`config.mk`:
```
export PLATFORM = sky130hd
export DESIGN_NAME = fetch_stage_flat
export DESIGN_NICKNAME = d
export VERILOG_FILES = /design/src/rtl/fetch_stage_if.sv /design/src/rtl/fetch_stage.sv /design/src/flat_wrapper.sv
export SDC_FILE = /design/constraint.sdc
export NUM_CORES = 1
export LEC_CHECK = 0
export CAP_MARGIN = 20
export CORE_ASPECT_RATIO = 0.7
export CORE_UTILIZATION = 40
export DETAILED_ROUTE_END_ITERATION = 6
export GPL_TIMING_DRIVEN = 1
export PLACE_DENSITY = 0.68
export SLEW_MARGIN = 20
export SYNTH_ARGS = -nofsm -noshare
export SYNTH_HDL_FRONTEND = slang
export SYNTH_SLANG_ARGS = --single-unit
```
`constraint.sdc`:
```
create_clock -name clk -period 4.45 [get_ports clk]
set_input_delay 0.445 -clock clk [delete_from_list [all_inputs] [get_ports clk]]
set_output_delay 0.445 -clock clk [all_outputs]
set_load 0.005 [all_outputs]
```
`src/rtl/fetch_stage_if.sv`:
```
`default_nettype none
// ============================================================================
// Module   : fetch_stage_if
// Brief    : Instruction-memory, redirect and decode handshake bundle of fetch.
// Revision : 1.0 - initial release
// ============================================================================
interface fetch_stage_if;
    logic        imem_req;
    logic [31:0] imem_addr;
    logic [31:0] imem_rdata;
    logic        redirect_valid;
    logic [31:0] redirect_pc;
    logic        id_valid;
    logic        id_ready;
    logic [31:0] id_instr;
    logic [31:0] id_pc;
    logic [31:0] id_pc4;

    modport master (
        output imem_req,
        output imem_addr,
        input  imem_rdata,
        input  redirect_valid,
        input  redirect_pc,
        output id_valid,
        input  id_ready,
        output id_instr,
        output id_pc,
        output id_pc4
    );

    modport slave (
        input  imem_req,
        input  imem_addr,
        output imem_rdata,
        output redirect_valid,
        output redirect_pc,
        input  id_valid,
        output id_ready,
        input  id_instr,
        input  id_pc,
        input  id_pc4
    );
endinterface
`default_nettype wire

```
`src/rtl/fetch_stage.sv`:
```
`default_nettype none
// ============================================================================
// Module   : fetch_stage
// Brief    : RV32 fetch front end: PC, 1-cycle imem requests, 2-entry queue.
// Revision : 1.0 - initial release
// ============================================================================
module fetch_stage #(
    parameter logic [31:0] RESET_PC = 32'h0000_0000
) (
    input  wire            clk,
    input  wire            reset,
    fetch_stage_if.master  bus
);
    localparam logic [31:0] c_nop = 32'h0000_0013;

    logic [31:0] r_pc;
    logic        r_inflight;
    logic [31:0] r_inflight_pc;
    logic [31:0] r_q_instr [2];
    logic [31:0] r_q_pc    [2];
    logic [1:0]  r_count;
    logic        r_head;
    logic        r_tail;

    logic        w_valid;
    logic        w_pop;
    logic        w_issue;
    logic        w_push;
    logic [2:0]  w_credit;

    // Credits count both queued words and the word still in flight, so an
    // issued fetch always has a free slot when it returns.
    always_comb begin
        w_valid  = (r_count != 2'd0);
        w_pop    = w_valid & bus.id_ready;
        w_credit = {1'b0, r_count} + {2'b00, r_inflight} - {2'b00, w_pop};
        w_issue  = reset & ~bus.redirect_valid & (w_credit < 3'd2);
        w_push   = reset & ~bus.redirect_valid & r_inflight;
    end

    assign bus.imem_req  = w_issue;
    assign bus.imem_addr = r_pc;
    assign bus.id_valid  = w_valid;
    assign bus.id_instr  = w_valid ? r_q_instr[r_head]          : c_nop;
    assign bus.id_pc     = w_valid ? r_q_pc[r_head]             : 32'h0;
    assign bus.id_pc4    = w_valid ? (r_q_pc[r_head] + 32'd4)   : 32'h0;

    always_ff @(posedge clk) begin
        if (!reset) begin
            r_pc          <= RESET_PC;
            r_inflight    <= 1'b0;
            r_inflight_pc <= 32'h0;
            r_count       <= 2'd0;
            r_head        <= 1'b0;
            r_tail        <= 1'b0;
        end else if (bus.redirect_valid) begin
            r_pc          <= bus.redirect_pc & ~32'd3;
            r_inflight    <= 1'b0;
            r_count       <= 2'd0;
            r_head        <= 1'b0;
            r_tail        <= 1'b0;
        end else begin
            if (w_issue) begin
                r_pc          <= r_pc + 32'd4;
                r_inflight    <= 1'b1;
                r_inflight_pc <= r_pc;
            end else begin
                r_inflight    <= 1'b0;
            end
            if (w_push) begin
                r_tail <= ~r_tail;
            end
            if (w_pop) begin
                r_head <= ~r_head;
            end
            r_count <= r_count + {1'b0, w_push} - {1'b0, w_pop};
        end
    end

    // Queue payload needs no reset; id_* outputs are masked while empty.
    always_ff @(posedge clk) begin
        if (w_push) begin
            r_q_instr[r_tail] <= bus.imem_rdata;
            r_q_pc[r_tail]    <= r_inflight_pc;
        end
    end
endmodule
`default_nettype wire

```
`src/flat_wrapper.sv`:
```
// flat-port wrapper written by rule: the top's interface ports become plain ports
module fetch_stage_flat 
#(
    parameter logic [31:0] RESET_PC = 32'h0000_0000
)
  (clk, reset, bus_imem_req, bus_imem_addr, bus_imem_rdata, bus_redirect_valid, bus_redirect_pc, bus_id_valid, bus_id_ready, bus_id_instr, bus_id_pc, bus_id_pc4);
  fetch_stage_if bus_i ();
  input  wire clk;
  input  wire reset;
  output wire logic [$bits(bus_i.imem_req)-1:0] bus_imem_req;
  output wire logic [$bits(bus_i.imem_addr)-1:0] bus_imem_addr;
  input wire logic [$bits(bus_i.imem_rdata)-1:0] bus_imem_rdata;
  input wire logic [$bits(bus_i.redirect_valid)-1:0] bus_redirect_valid;
  input wire logic [$bits(bus_i.redirect_pc)-1:0] bus_redirect_pc;
  output wire logic [$bits(bus_i.id_valid)-1:0] bus_id_valid;
  input wire logic [$bits(bus_i.id_ready)-1:0] bus_id_ready;
  output wire logic [$bits(bus_i.id_instr)-1:0] bus_id_instr;
  output wire logic [$bits(bus_i.id_pc)-1:0] bus_id_pc;
  output wire logic [$bits(bus_i.id_pc4)-1:0] bus_id_pc4;
  assign bus_imem_req = bus_i.imem_req;
  assign bus_imem_addr = bus_i.imem_addr;
  assign bus_i.imem_rdata = bus_imem_rdata;
  assign bus_i.redirect_valid = bus_redirect_valid;
  assign bus_i.redirect_pc = bus_redirect_pc;
  assign bus_id_valid = bus_i.id_valid;
  assign bus_i.id_ready = bus_id_ready;
  assign bus_id_instr = bus_i.id_instr;
  assign bus_id_pc = bus_i.id_pc;
  assign bus_id_pc4 = bus_i.id_pc4;
  fetch_stage #(.RESET_PC(RESET_PC)) u_core (.clk(clk), .reset(reset), .bus(bus_i));
endmodule
```
-- After elaboration in Yosys (flattened, before gate mapping)
Memories as Yosys holds them, arrays and structs flattened. A register that Yosys moved wholly into a read port is not among the register bits.
Index checks and enable logic that the tools add are counted.
W data, S select, Z words.
- reductions and logical operators: 4
- add/sub/neg operators: 6
- muxes and demuxes: 12
- order comparisons: 1
- bitwise logic cells: 8
- operator list (operator ; count):
    $mux W32 ; 5
    $add A32 B3 Y32 const B ; 2
    $mux W1 ; 7
    $and A1 B1 Y1 ; 4
    $not A1 Y1 ; 4
    $reduce_bool A2 Y1 ; 2
    $add A2 B1 Y3 ; 1
    $lt A3 B2 Y1 const B ; 1
    $sub A3 B1 Y3 ; 1
    $add A2 B1 Y2 ; 1
    $reduce_and A2 Y1 ; 1
    $reduce_or A2 Y1 ; 1
    $sub A2 B1 Y2 ; 1
- output and inout bits: 130
- memories kept: 2
- logic and storage cells: 40
- input bits: 68
- flip-flop bits (word level): 69
- bits in writable memories: 128
- memories (memory ; depth ; bits a word ; read ports ; clocked after memory_dff ; write ports ; line ; text):
    u_core.r_q_instr ; 2 ; 32 ; 1 ; 1 ; 1 ; fetch_stage.sv:19 ; logic [31:0] r_q_instr [2];
    u_core.r_q_pc ; 2 ; 32 ; 1 ; 1 ; 1 ; fetch_stage.sv:20 ; logic [31:0] r_q_pc [2];

-- Depth between registers and ports, before layout
- depth in word-level cells: 7
- gate-level depth with buffers: 12
- depth with buffers taken out: 11

-- Least setup slack after synthesis
Ideal clock, no wire load.
- path kind: input to register
- start point: input port bus_redirect_valid
- end point: memory u_core.r_q_instr[0][0] (enable)
- stages: 4
- data required time: 3.960 ns
- library setup time: 0.490 ns
- buffers on the path: 1
- setup slack: 0.273 ns
- arrival: 3.687 ns
- path through: clkbuf_1 > nor2b_1 > and2_1 > nor2b_1
- word-level cells in the longest chain between the ends: 5
- RTL lines (item ; line ; text):
    start: declaration ; flat_wrapper.sv:13 ; input wire logic [$bits(bus_i.redirect_valid)-1:0] bus_redirect_valid;
    $not A1 Y1 ; fetch_stage.sv:38 ; w_push = reset & ~bus.redirect_valid & r_inflight;
    $and A1 B1 Y1 (2 in series) ; fetch_stage.sv:38 ;
    named net u_core.w_push ; fetch_stage.sv:28 ; logic w_push;
    $mux W1 ; fetch_stage.sv:82 ; if (w_push) begin
    $mux W1 (implied by the code) ; fetch_stage.sv:83 ; r_q_instr[r_tail] <= bus.imem_rdata;
    end: declaration ; fetch_stage.sv:19 ;
The timed path passes the listed nets, and every way through them passes these cells.

==> qor.csv <==
metric;value;unit
status;completed;
Slowest-stage cell, CP;dfxtp_4;
RSZ-0062 raised after global routing;false;
Synth top area share;41.7;%
Max Clock Skew;0.0106;ns
area delta synth->final;30.9;%
area leader, netlist;edfxtp_1;
initial antenna violation count;0;
commonest non-fill, non-tap cell in the layout;clkdlybuf4s50_1;
Fmax;254;MHz
Setup crit end kind;output port;
largest net degree at the start of global routing;72;
Worst-Margin Slew;0.917;ns
post-route minimum period;3.93;ns
Total Neg Setup Slack;0;ns
first-pass GRT wire length;35200;µm
antenna-violating nets left;0;
Diodes inserted;0;
drt first pass iters;4;
Final nets;1048;
TritonCTS Sinks;190;
CTS Hold Buffers Added;0;
Post-CTS Setup Bufs;0;
I/O pin cnt;198;
DP Worst Slack;0.952;ns
clk slew on worst S/H paths;0.07;ns
Leak;3.87;nW
largest buffer count on any clock path;2;
CTS buffer count;17;
WP data required;4.01;ns
full die area;0.0230;mm²
final hold vios;0;
Hold Path Class;reg2reg;
die width;181;µm
PnR worst setup slack;0.517;ns
Power Dens Cells;326;mW/mm²
synth top area cells;edfxtp_1 (42%), dfxtp_1 (15%), mux2i_1 (6.4%);
GP Congestion;0.862;
Seq. cell area;0.00505;mm²
DR vias/cell;5.15;
clk_lat worst skew;0.42;ns
detailed-route via count;6551;
Resize count post-CTS;0;
IO Port Bufs;189;
Netlist cell types;73;
Pins Over Slew Limit;0;
Post-Syn Area per Cell;11.1;µm²
DIE HEIGHT;127;µm
FFs w/ async S/R, synth;0;%
Rows;45;
fin area;0.0117;mm²
Fillers;1900;
DR WL/cell;17.3;µm
EDFF count, synth;124;
CP Data Arrival Time;3.49;ns
startpoint types;register;
multi-input logic area;0.00362;mm²
max-cap check violation count;0;
Cell Area, Placed;0.0111;mm²
detailed-route wire length;22000;µm
Remaining DRCs;0;
yosys warns;0;
Seq/Total Area, Yosys;56.5;%
Post-Syn Area;0.00894;mm²
most frequent cells in the layout;clkdlybuf4s50_1 (189), edfxtp_1 (124), nand2_1 (115);
Initial Util;41.0;%
layout cell share with drive strength beyond 1;7.28;%
core area;0.0218;mm²
# setup viols final;0;
synthesis-stage register bit count;190;
Mapped Cells;804;
Post-DP HPWL;15400;µm
total grt overflow;0;
gr usage total;19.8;%
H-tree depth;4;
1st-iter DRT viols;483;
Crit Path Max Fanout;50;
Util after Layout;53.7;%
CTS root buf;clkbuf_16;
VDD IR-drop max;0.285;mV
Setup Crit Path Kind;reg2out;
worst-path cell chain;mux2_2, ha_1, inv_1, a21oi_4, nand4_1, nor3b_1, mux2_1, clkdlybuf4s50_1;
worst rel slew slack;38.8;%
Final Cycle Share;88.4;%
vias in the first global route;6153;
CTS tree;done;
commonest register cell after synthesis;edfxtp_1;
Slowest Stage Delay on Critical Path;0.83;ns
kinds of logic after synthesis:
family / synth area share [%]
and+or+nand+nor: 17.2
AOI/OAI and AO/OA: 10.6
adders and majority gates: 0.644
muxes: 8.40
xor gates and xnor gates: 3.25
buffers and inverters: 3.37
DFF: 56.5
other: 0.0420
metal layers:
layer  track usage, %  routed length, µm  vias to the layer above
met5                0                  0                        -
met4             4.17                116                        0
met3             6.56               2060                       11
met2             25.1               8230                      270
met1             31.6              11600                     3035
li1                 -                  -                     3235
Yosys cell counts (7+ instances only):
library cell  number
and3_1             8
nand3_1           22
dfxtp_1           66
buf_2             13
a21boi_0          37
xnor2_1           18
and4_1             7
clkbuf_1          25
edfxtp_1         124
buf_4              9
nand2_1          115
o21ai_0           22
mux2i_1           57
mux2_1             8
a21boi_1           7
a21oi_1           17
mux2_2             8
xor2_1            12
nor2_1            82
inv_1             14
nand4_1           13
nor3_1            15
and2_1            16
power breakdown:
group          total, W  switching, W  internal (W)
registers       0.00196     0.0000492       0.00191
logic          0.000224     0.0000974      0.000127
clock network   0.00163      0.000652      0.000979
critical path: cells and delay by family (launching register included):
family | cells | cell delay [ns]
AOI/OAI and AO/OA | 1 | 0.25
muxes | 2 | 0.68
DFF | 1 | 0.83
and+or+nand+nor | 2 | 0.58
buffers and inverters | 2 | 0.54
adders and majority gates | 1 | 0.14
path summary, 6_finish.rpt:
check                                 from                  endpoint  slack, ns  depth (start not counted)
setup / recovery                  register            bus_id_pc4[24]       0.52                          8
hold / removal    u_core.r_inflight_pc[31]      u_core.r_q_pc[1][31]       0.46                          0
setup reg to reg         u_core.r_count[1]  u_core.bus.imem_addr[24]       1.59                         11
hold reg to reg   u_core.r_inflight_pc[31]      u_core.r_q_pc[1][31]       0.46                          0
final cells by class:
cell class	instances	share of cell area, %
Multi-Input combinational cell	554	31.0
Clock inverter	11	1.54
Timing Repair Buffer	198	16.9
Clock buffer	21	3.94
Sequential cell	190	43.2
Inverter	15	0.481
Tap cell	282	3.02
sequential cells by signal (all words and copies together), names as in the netlist, named ones only:
name                  count
u_core.bus.imem_addr     30
u_core.r_count            2
u_core.r_head             1
u_core.r_inflight         1
u_core.r_inflight_pc     30
u_core.r_q_instr         64
u_core.r_q_pc            60
u_core.r_tail             1
through the flow:
stage	cells	hold slack, ns	power, W
after floorplan	809	0.425	0.00207
after global placement	1239	0.432	0.00221
after detailed placement	1239	0.450	0.00222
after CTS	1271	0.466	0.00385
after global routing	1271	0.471	0.00394
final	1271	0.461	0.00381
Power figures use the tool's default switching activity.
